**src/rtl/cla_nibble_serial_adder_if.sv**
```systemverilog
// rtl/cla_nibble_serial_adder_if.sv - operand/result handshake bundle for cla_nibble_serial_adder
// Optional gp/gg group outputs exist only when CLA_GROUP_PG_EN is defined.
interface cla_nibble_serial_adder_if #(
   parameter int WIDTH = 16
);
   logic             in_valid;
   logic             in_ready;
   logic [WIDTH-1:0] a;
   logic [WIDTH-1:0] b;
   logic             cin;
   logic             out_valid;
   logic             out_ready;
   logic [WIDTH-1:0] sum;
   logic             cout;
   logic             ovf;
`ifdef CLA_GROUP_PG_EN
   logic             gp;
   logic             gg;
`endif

   modport master (
      output in_valid, a, b, cin, out_ready,
      input  in_ready, out_valid, sum, cout, ovf
`ifdef CLA_GROUP_PG_EN
      , input gp, gg
`endif
   );

   modport slave (
      input  in_valid, a, b, cin, out_ready,
      output in_ready, out_valid, sum, cout, ovf
`ifdef CLA_GROUP_PG_EN
      , output gp, gg
`endif
   );
endinterface

```
**src/rtl/cla_nibble_serial_adder.sv**
```systemverilog
// rtl/cla_nibble_serial_adder.sv - nibble-serial adder reusing one 4-bit carry-lookahead slice
// Define CLA_GROUP_PG_EN to add full-word group propagate/generate outputs (gp/gg).
module cla_nibble_serial_adder #(
   parameter int WIDTH = 16
) (
   input  logic                        clk,
   input  logic                        rst,
   cla_nibble_serial_adder_if.slave    bus
);
   localparam int NIBBLES = WIDTH / 4;
   localparam int IDX_W   = $clog2(NIBBLES);

   typedef enum logic [1:0] {IDLE, RUN, DONE} state_t;

   state_t             state_q, state_d;
   logic [WIDTH-1:0]   a_q, a_d, b_q, b_d, sum_q, sum_d;
   logic [IDX_W-1:0]   idx_q, idx_d;
   logic               carry_q, carry_d;
   logic               cout_q, cout_d, ovf_q, ovf_d;
   logic               in_ready_q, in_ready_d, out_valid_q, out_valid_d;
`ifdef CLA_GROUP_PG_EN
   logic               gp_q, gp_d, gg_q, gg_d;
   logic               nib_gp, nib_gg;
`endif

   logic [IDX_W+1:0]   off;
   logic [3:0]         p, g;
   logic               c0, c1, c2, c3, c4;

   always_comb begin
      off = {idx_q, 2'b00};
      p   = a_q[off +: 4] ^ b_q[off +: 4];
      g   = a_q[off +: 4] & b_q[off +: 4];
      c0  = carry_q;
      // Fully expanded lookahead: every carry is two gate levels from P/G/C0.
      c1  = g[0] | (c0 & p[0]);
      c2  = g[1] | (g[0] & p[1]) | (c0 & p[0] & p[1]);
      c3  = g[2] | (g[1] & p[2]) | (g[0] & p[1] & p[2]) | (c0 & p[0] & p[1] & p[2]);
      c4  = g[3] | (g[2] & p[3]) | (g[1] & p[2] & p[3]) | (g[0] & p[1] & p[2] & p[3])
          | (c0 & p[0] & p[1] & p[2] & p[3]);
`ifdef CLA_GROUP_PG_EN
      nib_gp = &p;
      nib_gg = g[3] | (g[2] & p[3]) | (g[1] & p[2] & p[3]) | (g[0] & p[1] & p[2] & p[3]);
`endif
   end

   always_comb begin
      state_d     = state_q;
      a_d         = a_q;
      b_d         = b_q;
      sum_d       = sum_q;
      idx_d       = idx_q;
      carry_d     = carry_q;
      cout_d      = cout_q;
      ovf_d       = ovf_q;
      in_ready_d  = in_ready_q;
      out_valid_d = out_valid_q;
`ifdef CLA_GROUP_PG_EN
      gp_d        = gp_q;
      gg_d        = gg_q;
`endif
      case (state_q)
         IDLE: begin
            if (bus.in_valid) begin
               a_d        = bus.a;
               b_d        = bus.b;
               carry_d    = bus.cin;
               idx_d      = '0;
               in_ready_d = 1'b0;
               state_d    = RUN;
`ifdef CLA_GROUP_PG_EN
               gp_d       = 1'b1;
               gg_d       = 1'b0;
`endif
            end
         end
         RUN: begin
            sum_d[off +: 4] = p ^ {c3, c2, c1, c0};
            carry_d         = c4;
            idx_d           = idx_q + 1'b1;
`ifdef CLA_GROUP_PG_EN
            // Nibbles arrive LSB first, so the new nibble sits above the running group.
            gp_d            = gp_q & nib_gp;
            gg_d            = nib_gg | (nib_gp & gg_q);
`endif
            if (idx_q == IDX_W'(NIBBLES - 1)) begin
               cout_d      = c4;
               ovf_d       = c3 ^ c4;
               out_valid_d = 1'b1;
               state_d     = DONE;
            end
         end
         DONE: begin
            if (bus.out_ready) begin
               out_valid_d = 1'b0;
               in_ready_d  = 1'b1;
               state_d     = IDLE;
            end
         end
         default: begin
            state_d     = IDLE;
            in_ready_d  = 1'b1;
            out_valid_d = 1'b0;
         end
      endcase
   end

   always_ff @(posedge clk or posedge rst) begin
      if (rst) begin
         state_q     <= IDLE;
         a_q         <= '0;
         b_q         <= '0;
         sum_q       <= '0;
         idx_q       <= '0;
         carry_q     <= 1'b0;
         cout_q      <= 1'b0;
         ovf_q       <= 1'b0;
         in_ready_q  <= 1'b1;
         out_valid_q <= 1'b0;
`ifdef CLA_GROUP_PG_EN
         gp_q        <= 1'b0;
         gg_q        <= 1'b0;
`endif
      end else begin
         state_q     <= state_d;
         a_q         <= a_d;
         b_q         <= b_d;
         sum_q       <= sum_d;
         idx_q       <= idx_d;
         carry_q     <= carry_d;
         cout_q      <= cout_d;
         ovf_q       <= ovf_d;
         in_ready_q  <= in_ready_d;
         out_valid_q <= out_valid_d;
`ifdef CLA_GROUP_PG_EN
         gp_q        <= gp_d;
         gg_q        <= gg_d;
`endif
      end
   end

   assign bus.in_ready  = in_ready_q;
   assign bus.out_valid = out_valid_q;
   assign bus.sum       = sum_q;
   assign bus.cout      = cout_q;
   assign bus.ovf       = ovf_q;
`ifdef CLA_GROUP_PG_EN
   assign bus.gp        = gp_q;
   assign bus.gg        = gg_q;
`endif
endmodule

```
**src/flat_wrapper.sv**
```systemverilog
// flat-port wrapper written by rule: the top's interface ports become plain ports
module cla_nibble_serial_adder_flat 
#(
   parameter int WIDTH = 16
)
  (clk, rst, bus_in_valid, bus_a, bus_b, bus_cin, bus_out_ready, bus_in_ready, bus_out_valid, bus_sum, bus_cout, bus_ovf);
  cla_nibble_serial_adder_if #(.WIDTH(WIDTH)) bus_i ();
  input  logic clk;
  input  logic rst;
  input wire logic [$bits(bus_i.in_valid)-1:0] bus_in_valid;
  input wire logic [$bits(bus_i.a)-1:0] bus_a;
  input wire logic [$bits(bus_i.b)-1:0] bus_b;
  input wire logic [$bits(bus_i.cin)-1:0] bus_cin;
  input wire logic [$bits(bus_i.out_ready)-1:0] bus_out_ready;
  output wire logic [$bits(bus_i.in_ready)-1:0] bus_in_ready;
  output wire logic [$bits(bus_i.out_valid)-1:0] bus_out_valid;
  output wire logic [$bits(bus_i.sum)-1:0] bus_sum;
  output wire logic [$bits(bus_i.cout)-1:0] bus_cout;
  output wire logic [$bits(bus_i.ovf)-1:0] bus_ovf;
  assign bus_i.in_valid = bus_in_valid;
  assign bus_i.a = bus_a;
  assign bus_i.b = bus_b;
  assign bus_i.cin = bus_cin;
  assign bus_i.out_ready = bus_out_ready;
  assign bus_in_ready = bus_i.in_ready;
  assign bus_out_valid = bus_i.out_valid;
  assign bus_sum = bus_i.sum;
  assign bus_cout = bus_i.cout;
  assign bus_ovf = bus_i.ovf;
  cla_nibble_serial_adder #(.WIDTH(WIDTH)) u_core (.clk(clk), .rst(rst), .bus(bus_i));
endmodule
```
**config.mk**
```make
export PLATFORM = sky130hd
export DESIGN_NAME = cla_nibble_serial_adder_flat
export DESIGN_NICKNAME = d
export VERILOG_FILES = /design/src/rtl/cla_nibble_serial_adder_if.sv /design/src/rtl/cla_nibble_serial_adder.sv /design/src/flat_wrapper.sv
export SDC_FILE = /design/constraint.sdc
export NUM_CORES = 1
export LEC_CHECK = 0
export BUFFER_PORTS_ARGS = -buffer_cell sky130_fd_sc_hd__buf_2
export CAP_MARGIN = 10
export CORE_ASPECT_RATIO = 1.5
export CORE_MARGIN = 2
export CORE_UTILIZATION = 54
export CTS_CLUSTER_DIAMETER = 100
export DETAILED_ROUTE_END_ITERATION = 7
export GPL_TIMING_DRIVEN = 1
export PLACE_DENSITY = 0.79
export SLEW_MARGIN = 10
export SYNTH_ARGS = -nofsm -noshare
export SYNTH_HDL_FRONTEND = slang
export SYNTH_SLANG_ARGS = --single-unit
```
**constraint.sdc**
```tcl
create_clock -name clk -period 3.2 [get_ports clk]
set_input_delay 0.16 -clock clk [delete_from_list [all_inputs] [get_ports clk]]
set_output_delay 0.16 -clock clk [all_outputs]
set_load 0.05 [all_outputs]
```
==> flow_summary.toml <==
[critical_path]
r2r-end = "u_core.c0"
cp_data_required_time_ns = 3.47
end_kind = "register"
r2r_start = "u_core.idx_q[0]"
r2r_slack_ns = 0.52
criticalPathCategory = "register to register"
r2r_cells = 6
cp-start-kind = "register"
worstPathMaxFanout = 14
worstPathArrival_ns = 2.95

[floorplan]
die_x_microns = 61.6
rows = 31
io_pins = 57
die-area_sq_um = 5570
core_sq_um = 4810
start_util = 0.559
die_h_microns = 90.4

[sta]
rsz0062_at_grt = "no"
relSlewSlack = 0.516
slew_violations = 0
max_freq_ghz = 0.373
worst_slew_pin_slew_ns = 0.720
final-hold-violation-count = 0
setup_violations = 0
min_period_over_period = 0.838
tns_ns = 0
period_minus_slack_ns = 2.68
finalClockSkew_ns = 0.00900

[grt]
grt_usage = 0.227
antenna_found_initial = 0
grt_max_degree = 36
grt_first_pass_wirelength_mm = 9.18
overflow = 0
grt_pass1_vias = 1968

[yosys]
synth_warnings = 0
synth_area_sq_um = 2690
synth_edf_count = 0
synth_seq_area_share = 0.531
synth-seq-cells = 57
postSynthCellCount = 194
async_flop_share = 1.00
synth_cell_types = 40
syn_nets = 243
avgSynthCellArea_sq_um = 13.9
synth_ff_type = "dfrtp_1"

[clock_network]
cts_root_buf = "clkbuf_8"
post_cts_buffers = 0
clock_latency_ns = 0.33
numCtsBuffers = 9
cts_tree = "built"
htreeDepth = 3
cts_buffer_depth = 2
clk_pin_slew_worst_paths_ns = 0.06
clock-sinks = 57
cts_resized = 0

[detailed_routing]
drt-total-wl_mm = 5.37
viasPerCell = 5.55
drtAntennaViolNets = 0
vias = 1826
drc = 0
drt_iter0_drc = 58
drt-pass1-iter-count = 4
wl_per_cell_microns = 16.3

[worst_hold_path]
hold_start = "bus_a[5]"
whs_path_depth = 2
worstHoldEndpoint = "u_core.a_q[5]"
min_path_type = "input port to register"

[layout]
final-seq-area_sq_um = 1430
stdcell_area_sq_um = 3250
drive_gt1_frac = 0.449
nFillCells = 379
diodes = 0
area.growth.synth_to_final_pct = 21.0
multiInputGateArea_sq_um = 1200
fin_cells = 329
finalNetCount = 307

[place]
port_buffers = 56
placed_cell_area_sq_um = 3040
dp.cells = 312
place.gp.congestion = 0.822
dp_hpwl_mm = 3.92

[run]
maxCapViolCount = 0

[outcome]
outcome = "completed"
cell usage after synthesis (2+ instances only):
cell,count,share of area
dfrtp_1,56,0.52
mux2_2,31,0.13
a22o_1,12,0.039
ha_1,11,0.051
nand2_1,10,0.014
mux4_2,8,0.067
buf_2,6,0.011
a21oi_1,5,0.0093
nor2_1,5,0.0070
o31ai_1,5,0.014
inv_1,4,0.0056
nand3b_1,4,0.011
a21o_1,3,0.0084
nand3_1,3,0.0056
o21ai_0,3,0.0056
and3_1,2,0.0047
mux2_1,2,0.0084
nor3_1,2,0.0037
layout make-up:
class,count,area share
Clock buffer,14,0.0531
Clock inverter,2,0.0108
Inverter,4,0.00461
Multi-Input combinational cell,125,0.369
Sequential cell,57,0.439
Tap cell,66,0.0254
Timing Repair Buffer,61,0.0984
cell families after synthesis:
| group | synth area share |
|---|---|
| xor+xnor | 0.00326 |
| buf+inv | 0.0223 |
| flops | 0.531 |
| compound gates | 0.0987 |
| simple gates | 0.0810 |
| fa+ha+maj | 0.0586 |
| mux | 0.205 |
sequential cells by signal (all words and copies together), names as in the netlist:
signal	flops
u_core.a_q	16
u_core.b_q	16
u_core.bus.sum	16
u_core.idx_q	2
u_core.state_q	2
u_core.bus.cout	1
u_core.bus.in_ready	1
u_core.bus.out_valid	1
u_core.bus.ovf	1
u_core.c0	1
critical path: stages (launching register included):
cell and delay (ns):
dfrtp_1 0.43, buf_4 0.27, mux4_2 0.52, ha_1 0.38, o211ai_1 0.14, a21boi_0 0.59, a221o_1 0.28
metrics by stage:
stage	hold WS [ns]	worst slack [ns]	utilization
2_1_floorplan	0.295	0.532	-
3_3_place_gp	0.282	0.602	0.631
3_5_place_dp	0.286	0.519	0.631
4_1_cts	0.0231	0.501	0.677
5_1_grt	0.0340	0.355	0.677
6_report	0.0343	0.518	0.677
cells in the final DEF, fill, tap and decap left out, types with 4 or more instances in the layout:
cell type   n
nand3b_1    4
o31ai_1     5
nor2_1      5
a22o_1     12
mux4_2      8
buf_2      56
nand2_1    10
buf_4       4
mux2_2     31
ha_1       11
dfrtp_1    56
a21oi_1     5
clkbuf_8   12
worst max-delay path by stage:
stage	from	end	slack, ns	depth (start not counted)
6_report	u_core.idx_q[0]	u_core.c0	0.52	6
3_3_place_gp	u_core.idx_q[0]	u_core.c0	0.60	6
5_1_grt	u_core.idx_q[0]	u_core.c0	0.35	6
2_1_floorplan	u_core.idx_q[0]	u_core.c0	0.53	7
3_5_place_dp	u_core.idx_q[0]	u_core.c0	0.52	6
4_1_cts	u_core.idx_q[0]	u_core.c0	0.50	6
repair_timing:
item	CTS	global route
hold endpoints to repair	30	0
hold buffers	1	0
setup endpoints to repair	0	0
routing by layer:
layer / part of all wire / track usage / vias to the layer above / wire length, microns
met5: 0 / 0 / - / 0
met2: 0.55 / 0.372 / 58 / 2930
met1: 0.39 / 0.262 / 903 / 2090
met3: 0.040 / 0.0559 / 10 / 217
met4: 0.025 / 0.119 / 0 / 133
li1: - / - / 855 / -
Power is not shown: default switching activity piles up to over one toggle a cycle in this logic, so the estimate is an artifact.
